==> config.mk <==
export PLATFORM = sky130hd
export DESIGN_NAME = ncu_sii_ingress
export DESIGN_NICKNAME = d
export VERILOG_FILES = /design/src/rtl/ncu_sii_pkg.sv /design/src/rtl/ncu_sii_pktq.sv /design/src/rtl/ncu_sii_ingress.sv
export SDC_FILE = /design/constraint.sdc
export NUM_CORES = 1
export LEC_CHECK = 0
export CAP_MARGIN = 20
export CORE_MARGIN = 4
export CORE_UTILIZATION = 40
export CTS_CLUSTER_DIAMETER = 120
export CTS_CLUSTER_SIZE = 16
export DETAILED_ROUTE_END_ITERATION = 6
export GPL_TIMING_DRIVEN = 0
export MAX_ROUTING_LAYER = met4
export SLEW_MARGIN = 20
export SYNTH_ARGS = -nofsm -noshare
export SYNTH_HDL_FRONTEND = slang
export SYNTH_HIERARCHICAL = 1
export SYNTH_SLANG_ARGS = --single-unit
==> constraint.sdc <==
create_clock -name iol2clk -period 10.05 [get_ports iol2clk]
set_clock_uncertainty 0.1 [all_clocks]
set_input_delay 1.005 -clock iol2clk [delete_from_list [all_inputs] [get_ports iol2clk]]
set_output_delay 1.005 -clock iol2clk [all_outputs]
set_load 0.005 [all_outputs]
==> src/rtl/ncu_sii_pkg.sv <==
// Shared types and constants for the NCU SII ingress path.
package ncu_sii_pkg;

  localparam int NUM_BEATS = 4;
  localparam int BEAT_W    = 32;
  localparam int PKT_W     = 128;
  localparam int HDR_W     = 16;

  typedef enum logic [1:0] {
    IDLE = 2'd0,
    GNT  = 2'd1,
    CAP  = 2'd2
  } ncu_state_t;

  // Even parity per half-word: the parity bit must equal the XOR of its 16 data bits.
  function automatic logic beat_perr(input logic [BEAT_W-1:0] data,
                                     input logic [1:0]        dpar);
    return (dpar[1] != ^data[31:16]) || (dpar[0] != ^data[15:0]);
  endfunction

endpackage

==> src/rtl/ncu_sii_pktq.sv <==
// Synchronous packet FIFO with occupancy count; head is presented combinationally.
module ncu_sii_pktq #(
  parameter int WIDTH = 129,
  parameter int DEPTH = 4,
  localparam int AW = $clog2(DEPTH),
  localparam int CW = AW + 1
) (
  input  logic             iol2clk,
  input  logic             rst,
  input  logic             push,
  input  logic [WIDTH-1:0] push_data,
  input  logic             pop,
  output logic             vld,
  output logic [WIDTH-1:0] head,
  output logic [CW-1:0]    count
);

  logic [WIDTH-1:0] mem [DEPTH];
  logic [AW-1:0]    wr_ptr;
  logic [AW-1:0]    rd_ptr;
  logic             full;
  logic             do_push;
  logic             do_pop;

  assign full    = (count == CW'(DEPTH));
  assign do_pop  = pop && (count != '0);
  assign do_push = push && (!full || do_pop);

  // Pointer and occupancy bookkeeping; pointers wrap naturally since DEPTH is a power of 2.
  always_ff @(posedge iol2clk) begin
    if (rst) begin
      wr_ptr <= '0;
      rd_ptr <= '0;
      count  <= '0;
    end else begin
      if (do_push) wr_ptr <= wr_ptr + AW'(1);
      if (do_pop)  rd_ptr <= rd_ptr + AW'(1);
      case ({do_push, do_pop})
        2'b10:   count <= count + CW'(1);
        2'b01:   count <= count - CW'(1);
        default: ;
      endcase
    end
  end

  // Storage array, not reset: contents are only visible while vld is high.
  always_ff @(posedge iol2clk) begin
    if (do_push) mem[wr_ptr] <= push_data;
  end

  assign vld  = (count != '0);
  assign head = mem[rd_ptr];

endmodule

==> src/rtl/ncu_sii_ingress.sv <==
// SII -> NCU ingress: grants SII, captures a 4-beat packet with parity check,
// and queues it for the consumer.
module ncu_sii_ingress
  import ncu_sii_pkg::*;
#(
  parameter int DEPTH = 4
) (
  input  logic              iol2clk,
  input  logic              rst,
  input  logic              sii_ncu_req,
  input  logic [BEAT_W-1:0] sii_ncu_data,
  input  logic [1:0]        sii_ncu_dparity,
  output logic              ncu_sii_gnt,
  output logic              pkt_vld,
  input  logic              pkt_rdy,
  output logic [PKT_W-1:0]  pkt_data,
  output logic [HDR_W-1:0]  pkt_hdr,
  output logic              pkt_perr,
  output logic [7:0]        perr_cnt
);

  localparam int CW = $clog2(DEPTH) + 1;

  ncu_state_t        state;
  logic [1:0]        beat_cnt;
  logic [BEAT_W-1:0] beat_q [NUM_BEATS-1];
  logic              perr_acc;
  logic              beat_err;
  logic              pkt_err;
  logic              push;
  logic [PKT_W:0]    push_data;
  logic [PKT_W:0]    head;
  logic [CW-1:0]     q_count;

  assign beat_err  = beat_perr(sii_ncu_data, sii_ncu_dparity);
  assign pkt_err   = perr_acc | beat_err;
  // Beat 3 goes straight from the bus into the queue; only beats 0..2 are staged.
  assign push      = (state == CAP) && (beat_cnt == 2'd3);
  assign push_data = {pkt_err, sii_ncu_data, beat_q[2], beat_q[1], beat_q[0]};

  // Control FSM: space check on the registered count, one-cycle grant, beat counting.
  always_ff @(posedge iol2clk) begin
    if (rst) begin
      state       <= IDLE;
      beat_cnt    <= '0;
      ncu_sii_gnt <= 1'b0;
      perr_acc    <= 1'b0;
    end else begin
      ncu_sii_gnt <= 1'b0;
      case (state)
        IDLE: begin
          if (sii_ncu_req && (q_count < CW'(DEPTH))) begin
            state       <= GNT;
            ncu_sii_gnt <= 1'b1;
          end
        end
        GNT: begin
          state    <= CAP;
          beat_cnt <= '0;
          perr_acc <= 1'b0;
        end
        CAP: begin
          beat_cnt <= beat_cnt + 2'd1;
          perr_acc <= pkt_err;
          if (beat_cnt == 2'd3) state <= IDLE;
        end
        default: state <= IDLE;
      endcase
    end
  end

  // Stage beats 0..2 while capturing.
  always_ff @(posedge iol2clk) begin
    if (state == CAP) begin
      case (beat_cnt)
        2'd0:    beat_q[0] <= sii_ncu_data;
        2'd1:    beat_q[1] <= sii_ncu_data;
        2'd2:    beat_q[2] <= sii_ncu_data;
        default: ;
      endcase
    end
  end

  // Saturating count of errored packets, stepped on push.
  always_ff @(posedge iol2clk) begin
    if (rst) begin
      perr_cnt <= '0;
    end else if (push && pkt_err && (perr_cnt != 8'hFF)) begin
      perr_cnt <= perr_cnt + 8'd1;
    end
  end

  ncu_sii_pktq #(
    .WIDTH (PKT_W + 1),
    .DEPTH (DEPTH)
  ) u_pktq (
    .iol2clk   (iol2clk),
    .rst       (rst),
    .push      (push),
    .push_data (push_data),
    .pop       (pkt_rdy),
    .vld       (pkt_vld),
    .head      (head),
    .count     (q_count)
  );

  assign pkt_data = head[PKT_W-1:0];
  assign pkt_hdr  = head[HDR_W-1:0];
  assign pkt_perr = head[PKT_W];

endmodule

### Word level (Yosys, flattened, before mapping)

Memory sizes are Yosys's and may differ from the RTL's. A register that Yosys moved wholly into a read port is not among the register bits.
Cells that the tools add are included.

| word-level totals | value |
|---|---|
| logic and storage cells | 78 |
| input bits | 38 |
| output and inout port bits | 155 |
| memory bits (writable) | 612 |
| register bits | 21 |
| memories | 2 |

Memories:

| memory | words | bits a word | read ports | clocked after memory_dff | wr ports | RTL line | source |
|---|---|---|---|---|---|---|---|
| u_pktq.mem | 4 | 129 | 1 | 1 | 1 | ncu_sii_pktq.sv:18 | `logic [WIDTH-1:0] mem [DEPTH];` |
| beat_q | 3 | 32 | 3 | 0 | 1 | ncu_sii_ingress.sv:26 | `logic [BEAT_W-1:0] beat_q [NUM_BEATS-1];` |

| operators by class | value |
|---|---|
| magnitude comparators | 1 |
| add/sub/neg operators | 6 |
| bitwise logic cells | 2 |
| equality and inequality tests | 13 |
| reduce and logical (&&, ||, !) cells | 20 |
| multiplexer cells | 26 |

Operator list:

| kind | number |
|---|---|
| $mux 32 | 2 |
| $reduce_or 32->1 | 2 |
| $reduce_xor 16->1 | 2 |
| $mux 1 | 14 |
| $mux 2 | 6 |
| $add 8x1->8 const B | 1 |
| $eq 2x2->1 const B | 4 |
| $ne 8x8->1 const B | 1 |
| $add 2x1->2 const B | 3 |
| $eq 2x1->1 const B | 3 |
| $logic_and 1x1->1 | 6 |
| $pmux 2 s3 | 1 |
| $pmux 3 s2 | 1 |
| $logic_not 2->1 | 2 |
| $ne 2x2->1 const B | 2 |
| $pmux 2 s2 | 1 |
| $reduce_bool 2->1 | 2 |
| $add 3x1->3 const B | 1 |
| $eq 3x3->1 const B | 1 |
| $lt 3x3->1 const B | 1 |
| $reduce_bool 3->1 | 1 |
| $sub 3x1->3 const B | 1 |
| $logic_or 1x1->1 | 2 |
| $ne 1x1->1 | 2 |
| 6 further kinds | 6 |

### Depth between registers and ports, before layout

| logic depth | value |
|---|---|
| depth after elaboration | 7 |
| mapped depth | 10 |
| gate-level depth less buffers | 10 |

### By module

The synthesis kept the hierarchy.

Modules (own cells, without submodules):

| module | area each (um^2) | seq. area each (um^2) | cells each | instances |
|---|---|---|---|---|
| ncu_sii_pktq | 19035.8 | 15675.0 | 728 | 1 |
| ncu_sii_ingress | 4111.4 | 3163.0 | 235 | 1 |

### Worst setup path after synthesis

Ideal clock, no wire load.

| timing path | value |
|---|---|
| kind | reg2reg |
| start | register state[0] |
| end | memory u_pktq.mem[0][0] (enable) |
| library setup time | 0.503 ns |
| buffers on the path | 0 |
| data arrival time | 4.385 ns |
| path slack | 5.061 ns |
| period minus slack after synthesis | 4.989 ns |
| data required time | 9.447 ns |
| stages on the path, launching flop included | 8 |
| cells stage by stage | dfxtp_1 inv_1 ha_1 nand2_1 inv_1 inv_1 nor2_1 and2_1 |

| between the ends | value |
|---|---|
| cells in the longest elaborated chain, start to end | 5 |

RTL lines:

| what | RTL line | source |
|---|---|---|
| start: declaration | ncu_sii_ingress.sv:24 | `ncu_state_t state;` |
| start signal: assignment | ncu_sii_ingress.sv:44 | `state <= IDLE;` |
| start signal: assignment | ncu_sii_ingress.sv:53 | `state <= GNT;` |
| start signal: assignment | ncu_sii_ingress.sv:58 | `state <= CAP;` |
| $eq 2x2->1 | ncu_sii_ingress.sv:38 | `assign push = (state == CAP) && (beat_cnt == 2'd3);` |
| $logic_and 1x1->1 | ncu_sii_ingress.sv:38 |  |
| via push | ncu_sii_ingress.sv:30 | `logic push;` |
| $logic_and 1x1->1 | ncu_sii_pktq.sv:27 | `assign do_push = push && (!full \|\| do_pop);` |
| $mux 1 | ncu_sii_pktq.sv:48 | `if (do_push) mem[wr_ptr] <= push_data;` |
| $mux 1 (implied by the code) | ncu_sii_pktq.sv:48 |  |
| end: declaration | ncu_sii_pktq.sv:18 |  |

The timed path passes the listed nets, and every way through them passes these cells.

==> flow_metrics.env <==
export IMPL_gp_congestion=0.716
export IMPL_min_path_type="flip-flop to flip-flop"
export IMPL_finalSetupViolCount=0
export IMPL_syn_nets=1014
export IMPL_synth_seq_area_share_pct=81.4
export IMPL_synth_most_common_cell="edfxtp_1"
export IMPL_cts_hold_buf=0
export IMPL_holdWs_ns=0.394
export IMPL_drive_gt1_share_pct=19.5
export IMPL_path_clk_slew_ns=0.08
export IMPL_dr_pass1_iters=4
export IMPL_wl_per_cell_um=23.7
export IMPL_worst_pin_slew_ns=1.01
export IMPL_finalMaxSlewViolations=0
export IMPL_path_class="flip-flop to primary output"
export IMPL_arrival_ns=3.02
export IMPL_tritoncts="done"
export IMPL_syn_avg_cell_area_um2=24.0
export IMPL_syn_cell_area_mm2=0.0231
export IMPL_yosysWarnings=6
export IMPL_maxCapViolations=0
export IMPL_clock_path_buffers=3
export IMPL_ctsHtreeMaxLevel=2
export IMPL_outcome="finished clean"
export IMPL_syn_inst=963
export IMPL_cts_num_sinks=635
export IMPL_dp_slack_ns=5.84
export IMPL_n_fill_cell=4675
export IMPL_drc=0
export IMPL_period_minus_slack_ns=4.13
export IMPL_grt_antenna_before_repair=0
export IMPL_synthTopCellsByCount="612 x edfxtp_1, 129 x mux4_2, 28 x xnor2_1, 23 x dfxtp_1, 18 x nor2_1"
export IMPL_fin_util_pct=48.5
export IMPL_yosysTopAreaCell="edfxtp_1"
export IMPL_io_pins=193
export IMPL_post_dp_hpwl_um=28500
export IMPL_die_h_um=249
export IMPL_ant_nets=0
export IMPL_cts_buffers=45
export IMPL_ys_ff_latch=635
export IMPL_setup_slack_ns=5.92
export IMPL_synth_edf_count=612
export IMPL_portBuffers=192
export IMPL_final_period_utilization_pct=41.1
export IMPL_final_nets=1265
export IMPL_p_per_area_mw_per_mm2=171
export IMPL_grt_usage_pct=15.4
export IMPL_vias=10200
export IMPL_yosys_top_cells_area="edfxtp_1 79%, mux4_2 13%, dfxtp_1 2.0%"
export IMPL_grt_pass1_vias=10600
export IMPL_yosys_area_top_type_share_pct=79.4
export IMPL_required_ns=8.95
export IMPL_hold_viol_final=0
export IMPL_drt_iter0_markers=774
export IMPL_grt_start_max_net_pins=44
export IMPL_ys_async_sr_fraction_pct=0
export IMPL_yosys_cell_types_count=46
export IMPL_critPathLaunchType="flip-flop"
export IMPL_wirelength_um=46900
export IMPL_diodes=0
export IMPL_insertion_delay_ns=0.56
export IMPL_rows=87
export IMPL_fp_dieArea_mm2=0.0618
export IMPL_grt_overflow=0
export IMPL_core_mm2=0.0568
export IMPL_cts_root_buf="clkbuf_16"
export IMPL_fmax_ghz=0.242
export IMPL_drt_vias_per_instance=5.13
export IMPL_grt_pass1_wl_um=70000
export IMPL_vdd_drop_max_mv=0.118
export IMPL_rsz0062_at_grt="no"
export IMPL_yosys_most_used_dff="edfxtp_1"
export IMPL_ctsResizeCount=0
export IMPL_fp_dieW_um=249
export IMPL_area_growth_pct=19.0
export IMPL_crit_path_max_fanout=10
export IMPL_slew_headroom_pct=32.8
export IMPL_leakage_nw=8.42
export IMPL_finalSetupTns_ns=0
export IMPL_initial_core_util_pct=40.7
export IMPL_postCtsSetupBuffers=0
export IMPL_end_kind="primary output"
## cells by family (layout without fill, tap and decap cells)
logic type	Yosys count	after routing	synth area share (%)
flip-flops	635	635	81.4
multiplexers	137	137	12.9
AND/OR/NAND/NOR	66	66	1.64
buffers and inverters	60	320	1.36
XOR/XNOR	35	35	1.44
AO/OA/AOI/OAI	17	17	0.492
adder cells (fa/ha/maj)	13	13	0.735
## area by class of cell
type / count / area (um2) / share of cell area [%]
inverters: 13 / 48.8 / 0.177
plain buffers: 47 / 267 / 0.968
clock inverters: 2 / 15.0 / 0.0545
multi-input cells: 268 / 4010 / 14.6
well taps: 756 / 946 / 3.44
clock buffers: 54 / 1200 / 4.37
repair buffers: 204 / 2210 / 8.02
flip-flops and latches: 635 / 18800 / 68.4
## cell usage in the layout (no fill, tap or decap), types with 2 or more instances in the layout
| cell | Yosys | routed |
|---|---|---|
| dfxtp_1 | 23 | 23 |
| clkbuf_16 | 0 | 47 |
| inv_1 | 13 | 13 |
| and2_4 | 0 | 7 |
| a21oi_1 | 6 | 6 |
| nand3_1 | 3 | 3 |
| xnor2_1 | 28 | 28 |
| ha_1 | 12 | 12 |
| buf_12 | 0 | 6 |
| nor3_1 | 3 | 3 |
| mux4_2 | 129 | 129 |
| o31a_1 | 2 | 2 |
| clkbuf_1 | 10 | 17 |
| clkdlybuf4s50_1 | 0 | 192 |
| o21ai_0 | 2 | 2 |
| xnor3_1 | 2 | 2 |
| xor2_1 | 5 | 5 |
| nor2b_1 | 7 | 7 |
| nand2_1 | 7 | 7 |
| nor2_1 | 18 | 18 |
| nand2b_1 | 4 | 4 |
| nand3b_1 | 2 | 2 |
| buf_1 | 4 | 4 |
| mux2i_1 | 2 | 2 |
| buf_4 | 17 | 17 |
| buf_2 | 15 | 15 |
| mux2_2 | 2 | 2 |
| buf_16 | 0 | 6 |
| and3_1 | 5 | 5 |
| mux2_1 | 3 | 3 |
| edfxtp_1 | 612 | 612 |
| nand4_1 | 2 | 2 |
## state kept, by name, indices dropped and copies added (netlist names), 2 cells and up, named ones only
name and count:
u_pktq/mem 516, beat_q 96, perr_cnt 8, u_pktq/count 3
beat_cnt 2, u_pktq/rd_ptr 2, state 2, u_pktq/wr_ptr 2
## path summary, 6_finish.rpt
path	start	to	slack [ns]	depth (start not counted)
worst max-delay path	flip-flop	pkt_data[94]	5.92	4
worst min-delay path	beat_q[0][73]$_DFFE_PP_	u_pktq/mem[3][73]$_DFFE_PP_	0.39	0
worst max register to register	state[0]$_SDFFE_PP0P_	u_pktq/mem[0][91]$_DFFE_PP_	6.66	9
worst min register to register	beat_q[0][73]$_DFFE_PP_	u_pktq/mem[3][73]$_DFFE_PP_	0.39	0
## where the power goes
group / switching [W] / internal (W)
Combinational: 0.0000807 / 0.0000567
Clock: 0.000826 / 0.000838
Sequential: 0.00000724 / 0.00289
## layer usage
layer / wire [um] / vias up / global-route usage [%]
met5: 0 / - / -
met4: 532 / 0 / 2.66
met3: 2010 / 40 / 2.69
met2: 23700 / 241 / 25.0
met1: 20700 / 5429 / 21.1
li1: - / 4444 / -
## through the flow
step	instances	area [um2]	total power (W)
2_1_floorplan	963	23100	0.00303
3_3_place_gp	1911	26000	0.00310
3_5_place_dp	1923	26300	0.00310
4_1_cts	1979	27500	0.00477
5_1_grt	1979	27500	0.00488
6_report	1979	27500	0.00470
## critical path: stages (launching register included)
cell             delay [ns]
dfxtp_1                0.40
buf_2                  0.35
clkbuf_1               0.79
mux4_2                 0.43
clkdlybuf4s50_1        0.47
Power figures use the tool's default switching activity.
